--- src/rtl/game_pkg.sv ---
// Shared game definitions: direction encoding, tile ids, map size defaults,
// movement FSM states and a saturating counter helper.
package game_pkg;

  localparam int MAP_W_DEF = 11;
  localparam int MAP_H_DEF = 11;

  localparam logic [15:0] TILE_FLOOR  = 16'h0000;
  localparam logic [15:0] TILE_PLAYER = 16'h0001;
  localparam logic [15:0] TILE_WALL   = 16'h0002;

  typedef enum logic [1:0] {
    DIR_UP    = 2'd0,
    DIR_DOWN  = 2'd1,
    DIR_LEFT  = 2'd2,
    DIR_RIGHT = 2'd3
  } dir_e;

  typedef enum logic [2:0] {
    ST_IDLE    = 3'd0,
    ST_CALC    = 3'd1,
    ST_RD_WAIT = 3'd2,
    ST_CHECK   = 3'd3,
    ST_REDRAW  = 3'd4
  } move_state_e;

  function automatic logic [15:0] sat_inc16(input logic [15:0] v);
    return (v == 16'hFFFF) ? v : v + 16'd1;
  endfunction

endpackage

--- src/rtl/btn_edge_arb.sv ---
// Falling-edge detector for the four active-low buttons with fixed-priority
// selection: lowest index wins, remaining simultaneous presses are dropped.
module btn_edge_arb
  import game_pkg::*;
(
  input  logic       clk,
  input  logic       rstn,
  input  logic [3:0] btn_n_i,
  output logic       press_vld_o,
  output dir_e       press_dir_o
);

  logic [3:0] btn_prev_q;
  logic [3:0] press;

  // Previous button sample; all-released after reset so no spurious press.
  always_ff @(posedge clk or negedge rstn) begin
    if (!rstn) btn_prev_q <= 4'hF;
    else       btn_prev_q <= btn_n_i;
  end

  assign press = btn_prev_q & ~btn_n_i;

  // Priority encode the press vector, index 0 (up) first.
  always_comb begin
    press_vld_o = |press;
    press_dir_o = DIR_UP;
    if (press[0])      press_dir_o = DIR_UP;
    else if (press[1]) press_dir_o = DIR_DOWN;
    else if (press[2]) press_dir_o = DIR_LEFT;
    else if (press[3]) press_dir_o = DIR_RIGHT;
  end

endmodule

--- src/rtl/player_move_ctrl.sv ---
// Player movement sequencer: turns button presses into single-tile moves,
// checks the target tile through map BRAM port B, updates the position and
// hands a redraw request to the renderer.
module player_move_ctrl
  import game_pkg::*;
#(
  parameter int          MAP_W   = MAP_W_DEF,
  parameter int          MAP_H   = MAP_H_DEF,
  parameter int          START_X = 1,
  parameter int          START_Y = 1,
  parameter logic [15:0] WALL_ID = TILE_WALL,
  parameter int          RD_LAT  = 2
) (
  input  logic        clk,
  input  logic        rstn,
  input  logic [3:0]  btn_n,
  output logic [18:0] map_addr,
  output logic        map_rd,
  input  logic [15:0] map_data,
  output logic [3:0]  player_x,
  output logic [3:0]  player_y,
  output logic        redraw_req,
  input  logic        redraw_ack,
  output logic        blocked,
  output logic        busy,
  output logic [15:0] step_count
);

  localparam logic [3:0] X_MAX    = 4'(MAP_W - 1);
  localparam logic [3:0] Y_MAX    = 4'(MAP_H - 1);
  localparam logic [3:0] X_RST    = 4'(START_X);
  localparam logic [3:0] Y_RST    = 4'(START_Y);
  localparam logic [1:0] LAT_LAST = 2'(RD_LAT - 1);

  logic        press_vld;
  dir_e        press_dir;

  move_state_e state_q, state_d;
  dir_e        dir_q, dir_d;
  logic        pend_vld_q, pend_vld_d;
  dir_e        pend_dir_q, pend_dir_d;
  logic [3:0]  tx_q, tx_d, ty_q, ty_d;
  logic [3:0]  px_q, px_d, py_q, py_d;
  logic [18:0] addr_q, addr_d;
  logic        rd_q, rd_d;
  logic        req_q, req_d;
  logic        blk_q, blk_d;
  logic [15:0] step_q, step_d;
  logic [1:0]  cnt_q, cnt_d;

  logic [3:0]  tgt_x, tgt_y;
  logic        off_map;
  logic [18:0] addr_calc;

  btn_edge_arb u_arb (
    .clk         (clk),
    .rstn        (rstn),
    .btn_n_i     (btn_n),
    .press_vld_o (press_vld),
    .press_dir_o (press_dir)
  );

  // Target tile for the latched direction, flagging moves that leave the map.
  always_comb begin
    tgt_x   = px_q;
    tgt_y   = py_q;
    off_map = 1'b0;
    case (dir_q)
      DIR_UP:    if (py_q == 4'd0)  off_map = 1'b1; else tgt_y = py_q - 4'd1;
      DIR_DOWN:  if (py_q == Y_MAX) off_map = 1'b1; else tgt_y = py_q + 4'd1;
      DIR_LEFT:  if (px_q == 4'd0)  off_map = 1'b1; else tgt_x = px_q - 4'd1;
      DIR_RIGHT: if (px_q == X_MAX) off_map = 1'b1; else tgt_x = px_q + 4'd1;
      default:   off_map = 1'b1;
    endcase
  end

  assign addr_calc = 19'(tgt_y) * 19'(MAP_W) + 19'(tgt_x);

  // Next-state and next-output logic; strobes default low every cycle.
  always_comb begin
    state_d    = state_q;
    dir_d      = dir_q;
    pend_vld_d = pend_vld_q;
    pend_dir_d = pend_dir_q;
    tx_d       = tx_q;
    ty_d       = ty_q;
    px_d       = px_q;
    py_d       = py_q;
    addr_d     = addr_q;
    rd_d       = 1'b0;
    req_d      = req_q;
    blk_d      = 1'b0;
    step_d     = step_q;
    cnt_d      = cnt_q;

    // While busy a press only refreshes the single pending slot.
    if (state_q != ST_IDLE && press_vld) begin
      pend_vld_d = 1'b1;
      pend_dir_d = press_dir;
    end

    case (state_q)
      ST_IDLE: begin
        if (pend_vld_q) begin
          // Buffered move goes first; a simultaneous press takes its slot.
          dir_d      = pend_dir_q;
          state_d    = ST_CALC;
          pend_vld_d = press_vld;
          if (press_vld) pend_dir_d = press_dir;
        end else if (press_vld) begin
          dir_d   = press_dir;
          state_d = ST_CALC;
        end
      end
      ST_CALC: begin
        if (off_map) begin
          blk_d   = 1'b1;
          state_d = ST_IDLE;
        end else begin
          tx_d    = tgt_x;
          ty_d    = tgt_y;
          addr_d  = addr_calc;
          rd_d    = 1'b1;
          cnt_d   = 2'd0;
          state_d = ST_RD_WAIT;
        end
      end
      ST_RD_WAIT: begin
        if (cnt_q == LAT_LAST) state_d = ST_CHECK;
        else                   cnt_d   = cnt_q + 2'd1;
      end
      ST_CHECK: begin
        if (map_data == WALL_ID) begin
          blk_d   = 1'b1;
          state_d = ST_IDLE;
        end else begin
          px_d    = tx_q;
          py_d    = ty_q;
          step_d  = sat_inc16(step_q);
          req_d   = 1'b1;
          state_d = ST_REDRAW;
        end
      end
      ST_REDRAW: begin
        if (redraw_ack) begin
          req_d   = 1'b0;
          state_d = ST_IDLE;
        end
      end
      default: state_d = ST_IDLE;
    endcase
  end

  // FSM state register; reset aborts any read or redraw in flight.
  always_ff @(posedge clk or negedge rstn) begin
    if (!rstn) state_q <= ST_IDLE;
    else       state_q <= state_d;
  end

  // Position, pending slot, BRAM interface and status registers.
  always_ff @(posedge clk or negedge rstn) begin
    if (!rstn) begin
      dir_q      <= DIR_UP;
      pend_vld_q <= 1'b0;
      pend_dir_q <= DIR_UP;
      tx_q       <= X_RST;
      ty_q       <= Y_RST;
      px_q       <= X_RST;
      py_q       <= Y_RST;
      addr_q     <= 19'd0;
      rd_q       <= 1'b0;
      req_q      <= 1'b0;
      blk_q      <= 1'b0;
      step_q     <= 16'd0;
      cnt_q      <= 2'd0;
    end else begin
      dir_q      <= dir_d;
      pend_vld_q <= pend_vld_d;
      pend_dir_q <= pend_dir_d;
      tx_q       <= tx_d;
      ty_q       <= ty_d;
      px_q       <= px_d;
      py_q       <= py_d;
      addr_q     <= addr_d;
      rd_q       <= rd_d;
      req_q      <= req_d;
      blk_q      <= blk_d;
      step_q     <= step_d;
      cnt_q      <= cnt_d;
    end
  end

  assign map_addr   = addr_q;
  assign map_rd     = rd_q;
  assign player_x   = px_q;
  assign player_y   = py_q;
  assign redraw_req = req_q;
  assign blocked    = blk_q;
  assign busy       = (state_q != ST_IDLE);
  assign step_count = step_q;

endmodule
--- config.mk ---
export PLATFORM = sky130hd
export DESIGN_NAME = player_move_ctrl
export DESIGN_NICKNAME = d
export VERILOG_FILES = /design/src/rtl/game_pkg.sv /design/src/rtl/btn_edge_arb.sv /design/src/rtl/player_move_ctrl.sv
export SDC_FILE = /design/constraint.sdc
export NUM_CORES = 1
export LEC_CHECK = 0
export ABC_AREA = 0
export CORE_UTILIZATION = 40
export DETAILED_ROUTE_END_ITERATION = 12
export SKIP_LAST_GASP = 1
export SYNTH_ARGS = -nofsm -noshare
export SYNTH_HDL_FRONTEND = slang
export SYNTH_SLANG_ARGS = --single-unit
--- constraint.sdc ---
create_clock -name clk -period 5.79 [get_ports clk]
set_input_delay 0.579 -clock clk [delete_from_list [all_inputs] [get_ports clk]]
set_output_delay 0.579 -clock clk [all_outputs]
set_load 0.02 [all_outputs]
* Word-level counts from Yosys, hierarchy flattened
Cells that the tools add are included.
Operators by class: muxes and demuxes 42, bitwise logic cells 5, reductions and logical operators 17, eq/ne operators 18, add/sub/neg operators 7, $mul 1
Operators with widths (number):
- 2-to-1 mux 2 bit | 13
- adder 16 x 1 -> 16 bit, second input constant | 1
- == test 16 bit, second input constant | 1
- == test 16 x 2 -> 1 bit, second input constant | 1
- 2-to-1 mux 4 bit | 4
- case mux 4 bit (2 select lines) | 2
- 2-to-1 mux 3 bit | 5
- case mux 3 bit (5 select lines) | 1
- 2-to-1 mux 1 bit | 13
- AND reduction 3 bit | 4
- != test 2 bit, second input constant | 5
- adder 8 x 4 -> 9 bit | 1
- adder 4 x 1 -> 4 bit, second input constant | 2
- == test 4 bit, second input constant | 2
- logical NOT 4 bit | 2
- multiplier 4 x 4 -> 8 bit, second input constant | 1
- subtractor 4 x 1 -> 4 bit, second input constant | 2
- == test 3 x 2 -> 1 bit, second input constant | 2
- AND reduction 2 bit | 3
- nonzero test 2 bit | 3
- bitwise AND 4 bit | 1
- == test 2 x 1 -> 1 bit, second input constant | 2
- == test 2 bit, second input constant | 2
- NOT 4 bit | 1
- 13 further kinds | 16
Word-level totals: bits in registers 68, input bits 23, word-level logic and storage cells 105, output and inout port bits 47

* Depth between registers and ports, before layout
Gate-level depths: netlist (run 1).
depth in word-level cells 10, mapped depth 17, depth with buffers taken out 17

* Modules after synthesis
A second synthesis (run 1) with hierarchy kept.
Unflattened totals: cells, all modules 360, area total of the unflattened synthesis 3574.7 µm²
Modules (own cells, without submodules):
- player_move_ctrl | instances 1, cells an instance 345, sequential area each 1356.3 µm², area each 3377.0 µm²
- btn_edge_arb | instances 1, cells an instance 15, sequential area each 105.1 µm², area each 197.7 µm²

* Least setup slack after synthesis (run 1)
OpenSTA, ideal clock, no wires.
path kind flip-flop to flip-flop, from register py_q[1], in the netlist player_y[1], to register addr_q[7], in the netlist map_addr[7], path slack 1538 ps, setup time 128 ps, data required time 5662 ps, cell stages (with the launch flop) 18, buffers on the path 0, clock period less this slack 4252 ps, arrival time 4125 ps, path through dfrtp_1 > inv_1 > ha_1 > or3b_1 > a21oi_1 > nor2_1 > xnor2_1 > ha_1 > ha_1 > inv_1 > fa_1 > inv_1 > ha_1 > a21o_1 > a311o_1 > a21oi_1 > xnor2_1 > mux2_1
Between the ends: longest elaborated chain between the ends 5, elaborated cells on any way between the ends 14, those cells by class 3 x add/sub; 1 x mul; 1 x eq/ne; 6 x mux; 1 x bitwise; 2 x reduce/logical
RTL lines:
- start: declaration | line player_move_ctrl.sv:43 | logic [3:0] px_q, px_d, py_q, py_d;
- start signal: assignment | line player_move_ctrl.sv:183 | py_q <= py_d;
- == test 4 bit or logical NOT 4 bit (tied branches) | line player_move_ctrl.sv:70, player_move_ctrl.sv:69
- 2-to-1 mux 4 bit (on tied branches) | line player_move_ctrl.sv:70, player_move_ctrl.sv:69
- case mux 4 bit (2 select lines) * | line player_move_ctrl.sv:68 | case (dir_q)
- net tgt_y[0] | line player_move_ctrl.sv:51 | logic [3:0] tgt_x, tgt_y;
- multiplier 4 x 4 -> 8 bit * | line player_move_ctrl.sv:77 | assign addr_calc = 19'(tgt_y) * 19'(MAP_W) + 19'(tgt_x);
- adder 8 x 4 -> 9 bit * | line player_move_ctrl.sv:77
- end signal: assignment | line player_move_ctrl.sv:184 | addr_q <= addr_d;
- end: declaration | line player_move_ctrl.sv:44 | logic [18:0] addr_q, addr_d;
The timed path passes the listed nets; every way through them passes the cells marked *. A chain may end at the register's enable or synchronous reset.

* Final worst setup path (run 1)
Same ends and word-level chain as after synthesis.

==> impl_summary.txt, run 1 <==
----------------------------------------------------
[Route]
  Final antenna-violating net count ... 0
  Via-per-instance ratio ... between 5 and 6
  Average wire per standard cell ... 13.8 um
  Number of DRC markers in iteration 0 ... between 100 and 150
  Top routing layer in use ... met4
  First-pass detailed-route iteration total ... 4
  Detail Route met2 WL ... roughly 3200 um
  DR vias ... roughly 2700
  Metal3 WL ... 330 um
  Length of routed wiring on met1 ... 3420 um
  Wirelength, routed ... 7090 um
  Post-detailed-route DRC marker count ... 0

[Clock network]
  CTS Hold Buffers Added ... 0
  TritonCTS clock tree ... built
  Buffers inserted by post-CTS timing repair ... 0
  Sink count of the clock tree ... 58
  Skew-Pair Late Insertion Delay ... around 0.33 ns
  Root buf cell ... sky130_fd_sc_hd__clkbuf_8
  CTS Buffer Depth ... 2
  Clock Pin Slew Worst Setup and Hold Paths ... about 0.07 ns
  Cells resized by post-CTS repair ... 0
  Total clock buffers created by CTS ... 9
  Number of H-tree branching levels ... 3

[Finish]
  Final standard cell utilization of the core ... ~52%
  Filler instances ... approximately 750
  Final #Nets ... about 450
  Antenna cell count ... 0
  Layout overhead on the synthesized area ... 24.6%
  Finished layout cell area ... about 0.0044 mm^2
  Layout cells sized above 1 ... roughly 11%

[Timing]
  Max-slew violation count ... 0
  Min Clock Period, post-route ... roughly 4.6 ns
  Total count of hold-check failures in the final report ... 0
  Post-route clock period utilization ... approximately 79%
  Worst-case headroom to the max-slew limit ... 50.5%
  Pin slew with the least headroom to its limit ... 0.737 ns
  Post-route clock skew ... around 0.011 ns
  Total setup violations reported at the end of the flow ... 0
  Summed negative setup slack over all endpoints ... 0 ns
  Setup repair after global routing missed its margin ... false
  Maximum operating frequency ... 219 MHz

[Worst setup path]
  Arrival time reported for the critical path endpoint ... ~4.8 ns
  Launch point of the worst reg-to-reg path ... player_y[1]$_DFFE_PN0P_
  Crit path max-delay cell type ... sky130_fd_sc_hd__fa_1
  Cells along the critical path ... inv_1, ha_1, or3b_1, a21oi_1, nor2_1, xnor2_1, ha_1, ha_1, inv_1, fa_1, inv_1, ha_1, a21o_1, a311o_1, a21oi_1, xnor2_1, mux2_1
  Cell type with the highest occurrence count on the critical path ... sky130_fd_sc_hd__ha_1
  Beginning of the critical path ... player_y[1]$_DFFE_PN0P_
  Setup Crit Path Kind ... flop to flop
  Startpoint types ... flop
  Type of destination of the critical path ... flop
  Endpoint required time on the critical path ... 6.01 ns
  Highest fanout seen on the critical path ... 9
  Stage delay of the slowest cell on the critical path ... approximately 0.50 ns

[Status]
  Status ... finished, final reports clean

[Yosys]
  Average cell area after synthesis ... between 10 and 15 um^2
  Unique cell type count in the Yosys netlist ... between 60 and 70
  Count of mapped cells out of synthesis ... between 300 and 400
  Cell Area, Synth ... roughly 0.0035 mm^2
  Sequential element share of the synthesized area ... a little over two fifths
  EDFF count, synth ... 0
  Share of flip-flops with an asynchronous set or reset after synthesis ... 100%
  Top FF cell, synth ... sky130_fd_sc_hd__dfrtp_1
  Warning count from the yosys run ... 0
  Register bit total from synthesis ... between 50 and 60

[Die]
  Initial Utilization ... 41.9%
  Core region area ... 0.00834 mm^2
  Standard-cell row count ... 33
  Total I/O pin count ... 70
  Vert. Die Dim ... approximately 95 um
  Area of the die ... between 0.009 and 0.01 mm^2
  Horizontal extent of the die ... 95.5 um

[Power]
  Lkg Pwr ... approximately 1.9 nW
  Power per cell area ... ~660 mW/mm^2
  Maximum VDD drop ... between 0.0003 and 0.0004 V

[Global route]
  Maximum number of pins on one net before global-route repair ... 59
  Number of antenna violations at the first check in global routing ... 0
  Grt ovf ... 0
  Global routing usage summed across all routing layers ... approximately 17%
  First-pass GRT wire length ... 12000 um
  Vias in the first global route ... 2528

[Placed design]
  Placement Cell Area ... between 0.004 and 0.005 mm^2
  DP Wirelength ... 5180 um
  Count of buffers inserted at the top-level ports ... between 50 and 60
  Gp weighted congestion ... 0.761

[Min path]
  Kind of path behind the tightest hold check ... input pin to async pin

[Flow run]
  Max-Cap Viols ... 0

----------------------------------------------------
-- layout by cell type, fill, tap and decap left out, drive strengths merged, types with 4 or more instances in the layout --
master,instances
clkbuf,11
xor2,5
nor3,4
ha,26
nand2b,7
xnor2,13
o21ai,12
dfrtp,50
nand2,15
mux2,24
clkdlybuf4s50,58
nor2b,7
conb,10
o22ai,4
nor4,7
nand4,10
nand3,15
a21oi,22
inv,25
nor2,24
dfstp,8
-- final timing paths --
kind                                                end  slack [ns]  cells after the start
min in group clk                    ty_q[3]$_DFFE_PN0P_        0.49                      1
worst min register to register      ty_q[3]$_DFFE_PN0P_        0.49                      1
worst min-delay path            map_addr[3]$_DFFE_PN0P_        0.39                      2
worst max register to register  map_addr[7]$_DFFE_PN0P_        1.23                     17
worst max-delay path            map_addr[7]$_DFFE_PN0P_        1.23                     17
max in group asynchronous           ty_q[3]$_DFFE_PN0P_        4.90                      2
-- cell type report --
| cell class | instances | area (um^2) | share of cell area (%) |
|---|---|---|---|
| Multi-Input combinational cell | 247 | 1850 | 42.4 |
| Clock buffer | 11 | 141 | 3.25 |
| Timing Repair Buffer | 61 | 601 | 13.8 |
| Tap cell | 105 | 131 | 3.02 |
| Clock inverter | 5 | 77.6 | 1.78 |
| Inverter | 25 | 93.8 | 2.16 |
| Sequential cell | 58 | 1460 | 33.6 |
-- per-stage QoR --
step	instances	hold slack, ns	setup WS [ns]	power, mW
finish	512	0.392	1.23	2.86
global route	512	0.465	0.900	3.16
detailed placement	496	0.476	1.22	2.47
CTS	512	0.433	1.21	2.91
global placement	496	0.465	1.42	2.41
floorplan	350	0.283	1.54	2.04
-- critical path, delay by kind of cell, from the launching register on --
family,cells,cell delay (ns)
compound gates,4,0.97
xor+xnor,2,0.47
fa+ha+maj,5,1.60
buf+inv,3,0.20
flops,1,0.47
mux,1,0.29
simple gates,2,0.45
-- cell families after synthesis --
family | Yosys count | share of synthesized area [%]
multiplexers | 27 | 8.70
other | 1 | 0.107
buffers and inverters | 45 | 6.30
AND/OR/NAND/NOR | 102 | 16.0
flip-flops | 58 | 41.8
AO/OA/AOI/OAI | 61 | 11.5
XOR/XNOR | 18 | 4.51
adder cells (fa/ha/maj) | 29 | 11.0
-- synthesized netlist by cell type (2+ instances only) --
| master | count | area, um^2 |
|---|---|---|
| sky130_fd_sc_hd__or3b_1 | 2 | 17.5 |
| sky130_fd_sc_hd__nor3_1 | 4 | 20.0 |
| sky130_fd_sc_hd__nand3_1 | 13 | 65.1 |
| sky130_fd_sc_hd__dfrtp_1 | 50 | 1250 |
| sky130_fd_sc_hd__nand2_1 | 15 | 56.3 |
| sky130_fd_sc_hd__buf_2 | 2 | 10.0 |
| sky130_fd_sc_hd__o41ai_1 | 2 | 17.5 |
| sky130_fd_sc_hd__ha_1 | 26 | 325 |
| sky130_fd_sc_hd__nand4_1 | 10 | 62.6 |
| sky130_fd_sc_hd__inv_1 | 24 | 90.1 |
| sky130_fd_sc_hd__fa_1 | 3 | 60.1 |
| sky130_fd_sc_hd__buf_4 | 11 | 82.6 |
| sky130_fd_sc_hd__clkbuf_1 | 4 | 15.0 |
| sky130_fd_sc_hd__nand2b_1 | 7 | 43.8 |
| sky130_fd_sc_hd__nand3b_1 | 2 | 15.0 |
| sky130_fd_sc_hd__o22ai_1 | 3 | 18.8 |
| sky130_fd_sc_hd__nor4_1 | 7 | 43.8 |
| sky130_fd_sc_hd__dfstp_2 | 8 | 210 |
| sky130_fd_sc_hd__nor2b_1 | 7 | 43.8 |
| sky130_fd_sc_hd__a211oi_1 | 2 | 15.0 |
| sky130_fd_sc_hd__mux2_1 | 14 | 158 |
| sky130_fd_sc_hd__xor2_1 | 5 | 43.8 |
| sky130_fd_sc_hd__a21oi_1 | 22 | 110 |
| sky130_fd_sc_hd__a21o_1 | 2 | 15.0 |
| sky130_fd_sc_hd__nor2_1 | 24 | 90.1 |
| sky130_fd_sc_hd__mux2i_1 | 3 | 30.0 |
| sky130_fd_sc_hd__o31ai_1 | 2 | 15.0 |
| sky130_fd_sc_hd__mux2_2 | 9 | 101 |
| sky130_fd_sc_hd__buf_1 | 2 | 7.51 |
| sky130_fd_sc_hd__or3_1 | 2 | 12.5 |
| sky130_fd_sc_hd__xnor2_1 | 13 | 114 |
| sky130_fd_sc_hd__o21ai_0 | 11 | 55.1 |
-- routing by layer --
layer | track usage (%) | up-vias
li1 | - | 1316
met1 | 23.4 | 1262
met2 | 27.0 | 71
met3 | 3.27 | 8
met4 | 6.34 | 0
met5 | 0 | -
-- where the power goes --
group / total, mW / switching [mW] / internal [mW]
registers: 0.736 / 0.181 / 0.555
logic: 1.70 / 0.896 / 0.808
clock network: 0.417 / 0.164 / 0.253
-- state kept, by name (all words and copies together), names as in the netlist --
signal,cells
step_count,16
map_addr,9
player_x,4
player_y,4
tx_q,4
ty_q,4
u_arb.btn_prev_q,4
state_q,3
cnt_q,2
dir_q,2
pend_dir_q,2
blocked,1
map_rd,1
pend_vld_q,1
redraw_req,1
Power figures use the tool's default switching activity.
==> run 2, diff against run 1 <==
--- a/config.mk
+++ b/config.mk
@@ -8,6 +8,7 @@
 export ABC_AREA = 0
 export CORE_UTILIZATION = 40
 export DETAILED_ROUTE_END_ITERATION = 12
+export PLACE_DENSITY = 0.67
 export SKIP_LAST_GASP = 1
 export SYNTH_ARGS = -nofsm -noshare
 export SYNTH_HDL_FRONTEND = slang
==> constraint.sdc (replaced) <==
create_clock -name clk -period 4 [get_ports clk]
set_input_delay 0.4 -clock clk [delete_from_list [all_inputs] [get_ports clk]]
set_output_delay 0.4 -clock clk [all_outputs]
set_load 0.02 [all_outputs]
==> impl_summary.txt, run 2 (synthesized netlist as in run 1, its figures left out) <==
----------------------------------------------------
[Status]
  Status ... finished, final reports clean

[Finish]
  Leading cell type in the layout, fill and taps excluded ... sky130_fd_sc_hd__clkdlybuf4s50_1
  Commonest cells after routing, fill and taps aside ... sky130_fd_sc_hd__clkdlybuf4s50_1, sky130_fd_sc_hd__dfrtp_1, sky130_fd_sc_hd__ha_1
  Filler instances ... ~750
  Layout cells sized above 1 ... between 15 and 20%
  Final standard cell utilization of the core ... a little over half
  Antenna cell count ... 0
  Layout overhead on the synthesized area ... 27.8%
  Number of flip-flops in the largest register ... 16
  Final #Nets ... between 400 and 500

[Worst setup path]
  Worst r2r path cells ... 17
  Type of destination of the critical path ... flop
  Reg-to-reg slack, setup ... ~0.16 ns
  Startpoint types ... flop
  Setup Crit Path Kind ... flop to flop
  Arrival time reported for the critical path endpoint ... about 4.1 ns
  Endpoint required time on the critical path ... about 4.2 ns
  Highest fanout seen on the critical path ... 4

[Power]
  Lkg Pwr ... between 1.5 and 2 nW
  Power per cell area ... roughly 960 mW/mm^2
  Overall Power ... 4.31 mW
  Maximum VDD drop ... about 0.00064 V

[Die]
  Horizontal extent of the die ... around 95 um
  Initial Utilization ... between 40% and 50%
  Standard-cell row count ... 33
  Core region area ... ~0.0083 mm^2
  Area of the die ... roughly 0.0091 mm^2
  Total I/O pin count ... 70
  Vert. Die Dim ... 95.5 um

[Timing]
  Post-route clock skew ... around 0.0063 ns
  Summed negative setup slack over all endpoints ... 0 ns
  Total count of hold-check failures in the final report ... 0
  Post-route clock period utilization ... roughly 96%
  Worst-case headroom to the max-slew limit ... around 51%
  Total setup violations reported at the end of the flow ... 0
  Pin slew with the least headroom to its limit ... between 0.7 and 0.8 ns
  Final-layout worst hold slack ... between 0.05 and 0.06 ns
  Max-slew violation count ... 0
  Min Clock Period, post-route ... 3.84 ns
  Setup repair after global routing missed its margin ... true
  Maximum operating frequency ... 261 MHz
  Smallest setup slack after layout ... ~0.16 ns

[Route]
  First-pass detailed-route iteration total ... 4
  Final antenna-violating net count ... 0
  Post-detailed-route DRC marker count ... 0
  Via-per-instance ratio ... between 5 and 6
  Average wire per standard cell ... approximately 14 um
  Number of DRC markers in iteration 0 ... between 100 and 150
  Wirelength, routed ... just over 7000 um
  DR vias ... approximately 2800

[Global route]
  Number of antenna violations at the first check in global routing ... 0
  Vias in the first global route ... approximately 2600
  First-pass GRT wire length ... 11900 um
  Global routing usage summed across all routing layers ... ~17%
  Grt ovf ... 0
  Maximum number of pins on one net before global-route repair ... 33

[Clock network]
  Total clock buffers created by CTS ... 9
  Skew-Pair Late Insertion Delay ... roughly 0.34 ns
  TritonCTS clock tree ... built
  Root buf cell ... sky130_fd_sc_hd__clkbuf_8
  Number of H-tree branching levels ... 3
  CTS Hold Buffers Added ... 0
  CTS Buffer Depth ... 2
  Sink count of the clock tree ... 58
  Clock Pin Slew Worst Setup and Hold Paths ... 0.07 ns

[Flow run]
  Max-Cap Viols ... 0

[Min path]
  Kind of path behind the tightest hold check ... input pin to async pin

[Placed design]
  Worst setup timing slack at the placement stage ... -0.0120 ns
  DP Wirelength ... 5190 um
  Count of buffers inserted at the top-level ports ... 59
  Gp weighted congestion ... between 0.7 and 0.8

----------------------------------------------------
-- run 2: cell types whose count changed in the layout (fill, tap and decap cells not counted), sizes merged --
cell | previous run | this run
clkinvlp | 1 | 3
bufinv | 2 | 0
buf | 3 | 16
clkbuf | 11 | 9
clkinv | 2 | 4
-- run 2: where the power goes --
part / internal [mW] / switching (mW) / total [mW]
Clock: 0.221 / 0.248 / 0.469
Combinational: 1.39 / 1.45 / 2.83
Sequential: 0.804 / 0.202 / 1.01
Total: 2.41 / 1.90 / 4.31
-- run 2: layout make-up --
type / count / area [um^2] / area share, %
clock buffers: 9 / 124 / 2.77
clock inverters: 7 / 46.3 / 1.04
inverters: 25 / 96.3 / 2.16
multi-input cells: 247 / 1910 / 42.7
flip-flops and latches: 58 / 1460 / 32.7
well taps: 105 / 131 / 2.94
repair buffers: 74 / 698 / 15.6
-- run 2: timing repair --
action / CTS / global route
setup endpoints to repair: 1 / 3
endpoints found under the hold margin: 0 / 0
pin swaps: 1 / 3
resized for setup: 1 / 8
setup buffers: 0 / 2
-- run 2: final timing paths --
check / start / end
worst max-delay path: player_y[1]$_DFFE_PN0P_ / map_addr[7]$_DFFE_PN0P_
worst min-delay path: rstn / map_addr[5]$_DFFE_PN0P_
worst max register to register: player_y[1]$_DFFE_PN0P_ / map_addr[7]$_DFFE_PN0P_
worst min register to register: ty_q[3]$_DFFE_PN0P_ / ty_q[3]$_DFFE_PN0P_
max in group asynchronous: rstn / u_arb.btn_prev_q[0]$_DFF_PN1_
min in group clk: ty_q[3]$_DFFE_PN0P_ / ty_q[3]$_DFFE_PN0P_
-- run 2: through the flow --
stage	instance area, um^2	instances
6_report	4470	525
5_1_grt	4470	525
4_1_cts	4420	523
3_5_place_dp	4240	507
3_3_place_gp	4240	507
2_1_floorplan	3550	350
-- run 2: critical path: stages (launching register included) --
cell and delay [ns]:
sky130_fd_sc_hd__dfrtp_2 0.41, sky130_fd_sc_hd__inv_2 0.07, sky130_fd_sc_hd__ha_4 0.13, sky130_fd_sc_hd__or3b_4 0.39
sky130_fd_sc_hd__a21oi_4 0.15, sky130_fd_sc_hd__nor2_2 0.07, sky130_fd_sc_hd__xnor2_2 0.20, sky130_fd_sc_hd__ha_1 0.26
sky130_fd_sc_hd__ha_1 0.27, sky130_fd_sc_hd__inv_1 0.04, sky130_fd_sc_hd__fa_1 0.49, sky130_fd_sc_hd__inv_2 0.05
sky130_fd_sc_hd__ha_4 0.25, sky130_fd_sc_hd__a21o_1 0.17, sky130_fd_sc_hd__a311o_1 0.27, sky130_fd_sc_hd__a21oi_2 0.14
sky130_fd_sc_hd__xnor2_1 0.07, sky130_fd_sc_hd__mux2_1 0.29
-- run 2: layer usage --
layer / share of wire (%) / vias to the layer above / global-route usage (%)
met5: 0 / - / 0
met4: 1.6 / 0 / 6.84
met3: 6.0 / 10 / 5.26
met2: 45 / 67 / 26.3
met1: 47 / 1326 / 22.9
li1: - / 1353 / -
==> run 3, diff against run 2 <==
--- a/config.mk
+++ b/config.mk
@@ -7,7 +7,10 @@
 export LEC_CHECK = 0
 export ABC_AREA = 0
 export CORE_UTILIZATION = 40
+export CTS_BUF_LIST = sky130_fd_sc_hd__clkbuf_8
+export CTS_CLUSTER_SIZE = 12
 export DETAILED_ROUTE_END_ITERATION = 12
+export MAX_ROUTING_LAYER = met4
 export PLACE_DENSITY = 0.67
 export SKIP_LAST_GASP = 1
 export SYNTH_ARGS = -nofsm -noshare
==> impl_summary.txt, run 3 (synthesized netlist as in run 1, its figures left out) <==
----------------------------------------------------
[Status]
  Status ... finished, final reports clean

[Die]
  Horizontal extent of the die ... about 95 um
  Initial Utilization ... a little over two fifths
  Total I/O pin count ... 70
  Area of the die ... approximately 0.0091 mm^2
  Standard-cell row count ... 33
  Vert. Die Dim ... 95.5 um
  Core region area ... between 0.008 and 0.009 mm^2

[Min path]
  Kind of path behind the tightest hold check ... input pin to async pin

[Clock network]
  TritonCTS clock tree ... built
  Root buf cell ... sky130_fd_sc_hd__clkbuf_8
  CTS Buffer Depth ... 2
  Total clock buffers created by CTS ... 9
  Skew-Pair Late Insertion Delay ... 0.34 ns
  CTS Hold Buffers Added ... 0
  Clock Pin Slew Worst Setup and Hold Paths ... approximately 0.070 ns
  Number of H-tree branching levels ... 3
  Sink count of the clock tree ... 58

[Placed design]
  # placed instances ... roughly 510
  DP Wirelength ... between 5000 and 6000 um
  Gp weighted congestion ... approximately 0.80
  Placement Cell Area ... 0.00424 mm^2
  Count of buffers inserted at the top-level ports ... between 50 and 60
  Worst setup timing slack at the placement stage ... -0.0120 ns

[Timing]
  Post-route clock period utilization ... between 90% and 100%
  Smallest setup slack after layout ... between 0.15 and 0.2 ns
  Post-route clock skew ... roughly 0.0053 ns
  Setup repair after global routing missed its margin ... true
  Total setup violations reported at the end of the flow ... 0
  Maximum operating frequency ... 260 MHz
  Pin slew with the least headroom to its limit ... 0.712 ns
  Worst-case headroom to the max-slew limit ... 52.2%
  Summed negative setup slack over all endpoints ... 0 ns
  Total count of hold-check failures in the final report ... 0
  Min Clock Period, post-route ... just under 4 ns
  Max-slew violation count ... 0
  Final-layout worst hold slack ... 0.0560 ns

[Route]
  Average wire per standard cell ... around 14 um
  Number of DRC markers in iteration 0 ... between 100 and 150
  Post-detailed-route DRC marker count ... 0
  Wirelength, routed ... around 7200 um
  First-pass detailed-route iteration total ... 4
  Via-per-instance ratio ... 5.26
  DR vias ... between 2000 and 3000
  Final antenna-violating net count ... 0

[Worst setup path]
  Startpoint types ... flop
  Arrival time reported for the critical path endpoint ... approximately 4.1 ns
  Buf/Inv on CP ... 3
  Launch point of the worst reg-to-reg path ... player_y[1]$_DFFE_PN0P_
  Crit path max-delay cell type ... sky130_fd_sc_hd__fa_1
  Endpoint required time on the critical path ... between 4 and 5 ns
  Type of destination of the critical path ... flop
  Cells along the critical path ... inv_2, ha_4, or3b_4, a21oi_4, nor2_2, xnor2_2, ha_1, ha_1, inv_1, fa_1, inv_2, ha_4, a21o_1, a311o_1, a21oi_2, xnor2_1, mux2_1
  Beginning of the critical path ... player_y[1]$_DFFE_PN0P_
  Stage delay of the slowest cell on the critical path ... just under 0.5 ns
  Setup Crit Path Kind ... flop to flop
  Cell class contributing the biggest share of worst-path delay ... adder cells
  Highest fanout seen on the critical path ... 4

[Power]
  Overall Power ... between 4 and 5 mW
  Lkg Pwr ... between 1.5 and 2 nW
  Power per cell area ... ~960 mW/mm^2
  Maximum VDD drop ... ~0.00064 V

[Flow run]
  Max-Cap Viols ... 0

[Global route]
  First-pass GRT wire length ... around 12000 um
  Global routing usage summed across all routing layers ... ~18%
  Number of antenna violations at the first check in global routing ... 0
  Maximum number of pins on one net before global-route repair ... 33
  Grt ovf ... 0
  Vias in the first global route ... 2585

[Finish]
  Filler instances ... around 750
  Layout overhead on the synthesized area ... 27.8%
  Finished layout cell area ... 0.00447 mm^2
  Final #Nets ... roughly 470
  Antenna cell count ... 0
  Final Instance Count excl. Fillers ... about 530
  Final standard cell utilization of the core ... between 50% and 60%
  Leading cell type in the layout, fill and taps excluded ... sky130_fd_sc_hd__clkdlybuf4s50_1
  Number of flip-flops in the largest register ... 16
  Commonest cells after routing, fill and taps aside ... sky130_fd_sc_hd__clkdlybuf4s50_1, sky130_fd_sc_hd__dfrtp_1, sky130_fd_sc_hd__ha_1
  Layout cells sized above 1 ... 17.1%

----------------------------------------------------
-- run 3: final timing paths --
path / slack, ns / cells after the start / end
setup reg to reg: 0.16 / 17 / map_addr[7]$_DFFE_PN0P_
setup / recovery: 0.16 / 17 / map_addr[7]$_DFFE_PN0P_
hold reg to reg: 0.49 / 1 / ty_q[3]$_DFFE_PN0P_
min in group clk: 0.49 / 1 / ty_q[3]$_DFFE_PN0P_
max in group asynchronous: 3.03 / 2 / u_arb.btn_prev_q[3]$_DFF_PN1_
hold / removal: 0.06 / 1 / map_addr[5]$_DFFE_PN0P_
-- run 3: worst register-to-register path, stage by stage, from the launching register on --
cell	delay (ns)
sky130_fd_sc_hd__dfrtp_2	0.41
sky130_fd_sc_hd__inv_2	0.07
sky130_fd_sc_hd__ha_4	0.13
sky130_fd_sc_hd__or3b_4	0.39
sky130_fd_sc_hd__a21oi_4	0.15
sky130_fd_sc_hd__nor2_2	0.07
sky130_fd_sc_hd__xnor2_2	0.20
sky130_fd_sc_hd__ha_1	0.26
sky130_fd_sc_hd__ha_1	0.27
sky130_fd_sc_hd__inv_1	0.04
sky130_fd_sc_hd__fa_1	0.49
sky130_fd_sc_hd__inv_2	0.05
sky130_fd_sc_hd__ha_4	0.25
sky130_fd_sc_hd__a21o_1	0.17
sky130_fd_sc_hd__a311o_1	0.27
sky130_fd_sc_hd__a21oi_2	0.14
sky130_fd_sc_hd__xnor2_1	0.07
sky130_fd_sc_hd__mux2_1	0.29
-- run 3: repair_timing --
action                     4_1_cts  5_1_grt
pin swaps                        1        3
setup endpoints to repair        1        3
gates resized for setup          1        8
setup buffers                    0        2
-- run 3: area by class of cell --
| cell class | instances | area, um^2 | area share (%) |
|---|---|---|---|
| clock buffers | 9 | 124 | 2.77 |
| clock inverters | 7 | 46.3 | 1.04 |
| inverters | 25 | 96.3 | 2.16 |
| multi-input cells | 247 | 1910 | 42.7 |
| flip-flops and latches | 58 | 1460 | 32.7 |
| well taps | 105 | 131 | 2.94 |
| repair buffers | 74 | 698 | 15.6 |
-- run 3: report_power, final --
| part | switching [mW] | total, mW | internal [mW] | leakage, nW |
|---|---|---|---|---|
| Combinational | 1.45 | 2.83 | 1.39 | 1.16 |
| Sequential | 0.202 | 1.01 | 0.804 | 0.720 |
| Clock | 0.249 | 0.470 | 0.221 | 0.0810 |
-- run 3: layer usage --
metal  share of wire, %  GRT usage (%)
met1                 46           23.0
met2                 45           26.3
met3                6.1           4.07
met4                2.0           7.96
met5                  0              -
